<file path="config.mk">
export PLATFORM = sky130hd
export DESIGN_NAME = stream_edge_detector
export DESIGN_NICKNAME = d
export VERILOG_FILES = /design/src/rtl/stream_edge_pkg.sv /design/src/rtl/edge_channel.sv /design/src/rtl/stream_edge_detector.sv
export SDC_FILE = /design/constraint.sdc
export NUM_CORES = 1
export LEC_CHECK = 0
export CELL_PAD_IN_SITES_DETAIL_PLACEMENT = 0
export CELL_PAD_IN_SITES_GLOBAL_PLACEMENT = 1
export CORE_ASPECT_RATIO = 1.4
export CORE_UTILIZATION = 43
export CTS_CLUSTER_DIAMETER = 200
export CTS_CLUSTER_SIZE = 25
export DETAILED_ROUTE_END_ITERATION = 10
export PLACE_DENSITY = 0.83
export SYNTH_ARGS = -nofsm -noshare
export SYNTH_HDL_FRONTEND = slang
export SYNTH_SLANG_ARGS = --single-unit
</file>
<file path="constraint.sdc">
create_clock -name sys_clk -period 3.4 [get_ports sys_clk]
set_clock_uncertainty 0.15 [all_clocks]
set_input_delay 0.68 -clock sys_clk [delete_from_list [all_inputs] [get_ports sys_clk]]
set_output_delay 0.68 -clock sys_clk [all_outputs]
set_load 0.005 [all_outputs]
</file>
<file path="src/rtl/stream_edge_pkg.sv">
// Shared types and helpers for the multi-channel stream edge detector.
// Mode encoding per channel and the width helper for the debounce counter.
package stream_edge_pkg;

    typedef enum logic [1:0] {
        MODE_OFF  = 2'b00,
        MODE_RISE = 2'b01,
        MODE_FALL = 2'b10,
        MODE_BOTH = 2'b11
    } mode_t;

    // Bits needed to hold values 0..depth-1, never less than one bit.
    function automatic int clog2_min1(input int depth);
        int w;
        for (w = 1; (1 << w) < depth; w++) begin
        end
        return w;
    endfunction

endpackage

</file>
<file path="src/rtl/edge_channel.sv">
// One input stream: synchroniser, debounce filter, edge qualification,
// saturating event counter and sticky flag.
module edge_channel
    import stream_edge_pkg::*;
#(
    parameter int SYNC_STAGES = 2,
    parameter int DEBOUNCE    = 4,
    parameter int CNT_W       = 8
) (
    input  logic             sys_clk,
    input  logic             sys_rst_n,
    input  logic             stream_i,
    input  logic [1:0]       mode_i,
    input  logic             clr_i,
    output logic             out_o,
    output logic             level_o,
    output logic             sticky_o,
    output logic [CNT_W-1:0] count_o
);

    localparam int               DEB_W    = clog2_min1(DEBOUNCE);
    localparam logic [DEB_W-1:0] DEB_LAST = DEB_W'(DEBOUNCE - 1);
    localparam logic [CNT_W-1:0] CNT_MAX  = '1;

    logic [SYNC_STAGES-1:0] sync_q, sync_d;
    logic [DEB_W-1:0]       deb_cnt_q, deb_cnt_d;
    logic                   level_q, level_d;
    logic                   out_q, out_d;
    logic                   sticky_q, sticky_d;
    logic [CNT_W-1:0]       count_q, count_d;

    logic  synced;
    logic  mismatch;
    logic  toggle;
    logic  hit;
    mode_t mode_sel;

    assign mode_sel = mode_t'(mode_i);
    assign synced   = sync_q[SYNC_STAGES-1];
    assign mismatch = (synced != level_q);
    // The level flips on the DEBOUNCE-th consecutive mismatching sample.
    assign toggle   = mismatch && (deb_cnt_q == DEB_LAST);

    always_comb begin
        // NOTE: every signal driven here gets a default first, so no path can infer a latch.
        sync_d    = {sync_q[SYNC_STAGES-2:0], stream_i};
        deb_cnt_d = '0;
        level_d   = level_q;
        hit       = 1'b0;

        if (toggle) begin
            level_d = ~level_q;
        end else if (mismatch) begin
            deb_cnt_d = deb_cnt_q + 1'b1;
        end

        case (mode_sel)
            MODE_RISE: hit = toggle && !level_q;
            MODE_FALL: hit = toggle &&  level_q;
            MODE_BOTH: hit = toggle;
            default:   hit = 1'b0;
        endcase

        out_d = hit;

        // Clear first, then let a same-cycle event count on top of it.
        count_d = clr_i ? '0 : count_q;
        if (hit && (count_d != CNT_MAX)) begin
            count_d = count_d + 1'b1;
        end
        sticky_d = (sticky_q && !clr_i) || hit;
    end

    // NOTE: sequential state uses non-blocking assignments so every flop samples pre-edge values.
    always_ff @(posedge sys_clk or negedge sys_rst_n) begin
        if (!sys_rst_n) begin
            sync_q    <= '0;
            deb_cnt_q <= '0;
            level_q   <= 1'b0;
            out_q     <= 1'b0;
            sticky_q  <= 1'b0;
            count_q   <= '0;
        end else begin
            sync_q    <= sync_d;
            deb_cnt_q <= deb_cnt_d;
            level_q   <= level_d;
            out_q     <= out_d;
            sticky_q  <= sticky_d;
            count_q   <= count_d;
        end
    end

    assign out_o    = out_q;
    assign level_o  = level_q;
    assign sticky_o = sticky_q;
    assign count_o  = count_q;

endmodule

</file>
<file path="src/rtl/stream_edge_detector.sv">
// Multi-channel debounced edge detector: one edge_channel per input stream
// plus a combinational any-event summary of the registered pulses.
module stream_edge_detector
    import stream_edge_pkg::*;
#(
    parameter int CHANNELS    = 4,
    parameter int SYNC_STAGES = 2,
    parameter int DEBOUNCE    = 4,
    parameter int CNT_W       = 8
) (
    input  logic                      sys_clk,
    input  logic                      sys_rst_n,
    input  logic [CHANNELS-1:0]       stream,
    input  logic [2*CHANNELS-1:0]     mode,
    input  logic                      clr,
    output logic [CHANNELS-1:0]       out,
    output logic [CHANNELS-1:0]       level,
    output logic [CHANNELS-1:0]       sticky,
    output logic [CHANNELS*CNT_W-1:0] count,
    output logic                      any_event
);

    for (genvar c = 0; c < CHANNELS; c++) begin : g_ch
        edge_channel #(
            .SYNC_STAGES(SYNC_STAGES),
            .DEBOUNCE   (DEBOUNCE),
            .CNT_W      (CNT_W)
        ) u_ch (
            .sys_clk  (sys_clk),
            .sys_rst_n(sys_rst_n),
            .stream_i (stream[c]),
            .mode_i   (mode[2*c +: 2]),
            .clr_i    (clr),
            .out_o    (out[c]),
            .level_o  (level[c]),
            .sticky_o (sticky[c]),
            .count_o  (count[c*CNT_W +: CNT_W])
        );
    end

    assign any_event = |out;

endmodule
</file>
# Word-level counts from Yosys, hierarchy flattened
# Index checks and enable logic that the tools add are counted.
dict set report word_totals {
  regBits 60
  inputBits 15
  out_inout_bits 45
  elab_cells 110
}
dict set report op_classes {
  addsub 8
  eq_ne 24
  muxes 20
  bitwise_logic 4
  reduce_logical 30
}
# operator n
set ops {}
lappend ops {{8-bit two-way mux} 8}
lappend ops {{8-bit by 1-bit adder with 8-bit output, second input constant} 4}
lappend ops {{8-bit != test, second input constant} 4}
lappend ops {{2-bit == test, second input constant} 12}
lappend ops {{1-bit logical AND} 20}
lappend ops {{2-bit two-way mux} 8}
lappend ops {{1-bit case mux with 3 select lines} 4}
lappend ops {{2-bit by 1-bit adder with 2-bit output, second input constant} 4}
lappend ops {{2-bit by 1-bit == test with 1-bit output, second input constant} 4}
lappend ops {{1-bit zero test} 5}
lappend ops {{1-bit logical OR} 4}
lappend ops {{1-bit != test} 4}
lappend ops {{1-bit inverter} 4}
lappend ops {{4-bit OR reduction} 1}

# Depth between registers and ports, before layout
dict set report depth {
  word_depth 6
  ltp_mapped 8
  depth_no_buf 7
}

# Cells and area by module
# Synthesis repeated with hierarchy kept, for this count alone.
dict set report hier_totals {
  cells_unflattened 277
  hier_area_um2 3020.4
}
# module n_inst cells_each area_each_um2 seq_area_each_um2
set by_module_without_submodules {}
lappend by_module_without_submodules {edge_channel 4 69 753.2 375.4}
lappend by_module_without_submodules {stream_edge_detector 1 1 7.5 0.0}

# Worst setup path after synthesis
# OpenSTA, ideal clock, no wires.
dict set report synth_path {
  path_type {input to register}
  startpoint {input clr}
  endpoint {register g_ch[3].u_ch.count_q[5]}
  setup_ps 125
  arrival_time_ps 2260
  required_time_ps 3125
  slack_ps 866
  stages 8
  path_buffers 2
  cell_sequence {clkbuf_1 clkbuf_1 nor2b_1 ha_1 nand4_1 nor2_1 nor4_1 mux2_2}
}
dict set report synth_between {
  elab_chain_len 4
  word_cells_on_any_way 5
  classes_between {1 x add/sub; 1 x eq/ne; 2 x mux; 1 x reduce/logical}
}
# element line
set synth_lines {}
lappend synth_lines {{start, declared} stream_edge_detector.sv:15} ;# input logic clr,
lappend synth_lines {{8-bit two-way mux *} edge_channel.sv:67} ;# count_d = clr_i ? '0 : count_q;
lappend synth_lines {{parallel branches: the longest is 2 deep, another holds 8-bit by 1-bit adder with 8-bit output} n/a}
lappend synth_lines {{8-bit two-way mux *} edge_channel.sv:68} ;# if (hit && (count_d != CNT_MAX)) begin
lappend synth_lines {{net g_ch[3].u_ch.count_d[5]} edge_channel.sv:30} ;# logic [CNT_W-1:0] count_q, count_d;
lappend synth_lines {{end signal, assigned} edge_channel.sv:89} ;# count_q <= count_d;
lappend synth_lines {{end, declared} edge_channel.sv:30}
# Mark *: on every way through the listed nets, which the timed path passes.
# A chain may end at the register's enable or synchronous reset.

# Worst setup path after layout
dict set report layout_path {
  startpoint {input mode[6]}
  endpoint {register g_ch[3].u_ch.count_q[5]}
}
dict set report layout_between {
  elab_chain_len 4
  word_cells_on_any_way 6
  classes_between {3 x eq/ne; 2 x mux; 1 x reduce/logical}
}
# element line
set layout_lines {}
lappend layout_lines {{start, declared} stream_edge_detector.sv:14} ;# input logic [2*CHANNELS-1:0] mode,
lappend layout_lines {{2-bit == test / 2-bit by 1-bit == test with 1-bit output (equally long branches)} edge_channel.sv:57} ;# case (mode_sel)
lappend layout_lines {{1-bit case mux with 3 select lines *} edge_channel.sv:57}
lappend layout_lines {{1-bit logical AND *} edge_channel.sv:68}
lappend layout_lines {{8-bit two-way mux *} edge_channel.sv:68}
lappend layout_lines {{net g_ch[3].u_ch.count_d[5]} edge_channel.sv:30}
# The timed path passes the listed nets; every way through them passes the cells marked *.

==> impl_metrics.yaml <==
cts:
  htreeDepth: 3
  clk_pin_slew_ns: 0.06
  ctsResizeCount: 0
  numCtsBuffers: 9
  clk_latency_ns: 0.34
  postCtsSetupBuffers: 0
  cts.path.max_buffers: 2
  clock-root-buffer: "clkbuf_8"
  hold_buffers: 0
  cts_tree: "yes"
  clock_sinks: 60
synth:
  syn_nets: 325
  netlist_instances: 290
  yosys.area.top_type: "dfrtp_1"
  syn_area_um2: 3110
  ys_types: 41
  yosysSeqAreaShare_pct: 48.3
  synth_top_area_share_pct: 48.3
  synth_area_leaders: "dfrtp_1 (48%), ha_1 (8.0%), mux2_2 (3.6%), buf_4 (2.9%), xnor2_1 (2.5%)"
  syn_area_per_cell_um2: 10.7
  ys_ff_latch: 60
  yosys_warnings: 0
finish:
  finalInstanceArea_um2: 3940
  final_util_pct: 56.4
  n_fill_cell: 633
  area_delta_synth_final_pct: 26.6
  drive_above_1_share_pct: 9.77
  fin_nets: 378
  n_antenna_cell: 0
grt:
  grtUsageMet1_pct: 21.2
  overflow: 0
  grt_antenna_before_repair: 0
  grt_max_degree: 61
  top_usage_layer: "met2"
  grt_pass1_vias: 2315
  globalRouteMet3Util_pct: 2.83
  grt_pass1_wl_mm: 10.2
  met2_usage_pct: 29.8
  grt.total_usage_pct: 17.7
power_and_ir_drop:
  leakagePower_nw: 1.77
  power_density_nw_per_um2: 474
  peakVddDrop_v: 0.000243
  power_mw: 1.87
timing:
  hold_viol: 0
  setup_slack_ns: 0.563
  tightest_slew_ns: 0.749
  period_minus_slack_ns: 2.84
  max_freq_mhz: 353
  setup_violations: 0
  min_period_over_period_pct: 83.4
  slew_violations: 0
  setup_tns_ns: 0
  rsz0062_at_grt: "false"
  slew_headroom_pct: 50.1
floorplan:
  rows: 36
  coreArea_um2: 6980
  ios: 60
  die_h_um: 103
  die_area_um2: 7580
  dieWidth_um: 73.9
  start_util_pct: 44.5
critical_path:
  crit_chain: "clkdlybuf4s50_1 > inv_1 > ha_1 > xor2_1 > a2111o_1 > nor4_1 > mux2_2"
  cp_num_buf_inv: 2
  cp.arrival_ns: 2.91
  slowest_stage: "a2111o_1"
  end_kind: "register"
  cp-start-kind: "primary input"
  crit_family: "compound AO/OA/AOI/OAI gates"
  required_ns: 3.47
  ff2ff_setup_slack_ns: 1.23
  slowest_delay_ns: 0.57
  crit_path_max_fanout: 12
  setup.worst_path.class: "primary input to register"
placed_design:
  dpl_worst_slack_ns: 0.205
  dpl.hpwl_mm: 4.28
  routabilityCongestion: 0.778
  post_dp_cell_area_um2: 3720
  io_buffers: 59
routing:
  drt-pass1-iter-count: 4
  remaining_drc_errors: 0
  drt-total-wl_mm: 6.08
  drt.antenna.violating_nets: 0
  wl_per_cell_um: 13.7
  drt_iter0_markers: 77
  dr_total_vias: 2353
  viasPerCell: 5.31
flow_run:
  drv_cap: 0
status:
  status: "completed"
worst_hold_path:
  hp-class: "register to register"
## layout by cell type, fill, tap and decap left out, types with 4 or more instances in the layout
cell	count
dfrtp_1	60
clkdlybuf4s50_1	58
inv_1	20
ha_1	20
nor2_1	17
nand2_1	12
nand3_1	10
mux2_2	10
clkbuf_8	10
xnor2_1	9
xor2_1	8
nor2b_1	8
nor3_1	8
a21oi_1	8
nor3b_1	8
o21ai_0	6
or4_1	6
nand2b_1	5
or3_1	5
o41ai_1	5
a2111o_1	4
nand4_1	4
nand4b_1	4
or2_2	4
a21o_1	4
## final cells by class
class,count,area (µm²),share of cell area (%)
clock buffer,12,145,3.69
clock inverter,4,72.6,1.84
inverter,20,75.1,1.91
multi-input combinational,190,1400,35.7
sequential,60,1500,38.1
tap,95,119,3.02
timing repair buffer,62,621,15.8
## cell families (layout without fill, tap and decap cells)
logic type      after synthesis  count (layout)  synth area share (%)
simple gates                101             101                  18.6
compound gates               40              40                  9.50
xor+xnor                     17              17                  4.79
fa+ha+maj                    20              20                  8.05
mux                          12              12                  4.27
flops                        60              60                  48.3
buf+inv                      40              98                  6.56
## report_power, final
| group | total, mW | switching (mW) | internal (mW) |
|---|---|---|---|
| registers | 0.852 | 0.0595 | 0.792 |
| clock network | 0.700 | 0.268 | 0.432 |
| logic | 0.314 | 0.130 | 0.184 |
| total | 1.87 | 0.458 | 1.41 |
## synth_stat cells
cell	n
o311ai_0	3
nor3b_1	8
buf_4	12
nor2_1	17
a211oi_1	1
nor4b_1	1
and4_1	1
or4_1	6
or2_2	4
xor2_1	8
or3_1	5
clkbuf_1	6
o31ai_1	3
nand4_1	4
nand4b_1	4
and4b_1	1
xnor2_1	9
o211a_1	2
a2111o_1	4
nor3_1	8
o41ai_1	5
a31oi_1	2
mux2i_1	2
o21ai_0	6
mux2_2	10
buf_2	1
dfrtp_1	60
nor4_1	3
or3_2	1
inv_1	20
nand2b_2	1
nand2_1	12
nand2b_1	5
ha_1	20
buf_6	1
nand3_1	10
o2111ai_1	2
nor2b_1	8
and3_1	2
a21o_1	4
a21oi_1	8
## final timing paths
| kind | from | endpoint | depth (start not counted) |
|---|---|---|---|
| hold / removal | g_ch[2].u_ch.sync_q[0]$_DFF_PN0_ | g_ch[2].u_ch.sync_q[1]$_DFF_PN0_ | 0 |
| min in group asynchronous | sys_rst_n | g_ch[0].u_ch.count_o[5]$_DFF_PN0_ | 2 |
| max in group asynchronous | sys_rst_n | g_ch[2].u_ch.deb_cnt_q[1]$_DFF_PN0_ | 2 |
| setup reg to reg | g_ch[3].u_ch.level_o$_DFFE_PN0P_ | g_ch[3].u_ch.count_o[5]$_DFF_PN0_ | 4 |
| setup / recovery | mode[6] | g_ch[3].u_ch.count_o[5]$_DFF_PN0_ | 7 |
| hold reg to reg | g_ch[2].u_ch.sync_q[0]$_DFF_PN0_ | g_ch[2].u_ch.sync_q[1]$_DFF_PN0_ | 0 |
## through the flow
| step | hold WS (ns) | std cells |
|---|---|---|
| 6_report | 0.197 | 443 |
| 3_3_place_gp | 0.182 | 427 |
| 5_1_grt | 0.208 | 443 |
| 3_5_place_dp | 0.186 | 427 |
| 2_1_floorplan | 0.181 | 290 |
| 4_1_cts | 0.200 | 443 |
## worst register-to-register path, stage by stage, from the launching register on
cell and delay (ns):
dfrtp_1 0.42, xor2_1 0.16, a2111o_1 0.57, nor4_1 0.37
mux2_2 0.38
## flip-flops by register name, indices dropped and copies added, names as in the netlist
register / cells
g_ch.u_ch.sticky_o: 4
g_ch.u_ch.count_o: 32
g_ch.u_ch.out_o: 4
g_ch.u_ch.sync_q: 8
g_ch.u_ch.level_o: 4
g_ch.u_ch.deb_cnt_q: 8
## routing by layer
layer | wire [µm] | up-vias
li1 | - | 1129
met1 | 2700 | 1157
met2 | 3010 | 56
met3 | 235 | 11
met4 | 133 | 0
met5 | 0 | -
No activity file was read; power rests on OpenSTA's default activity.
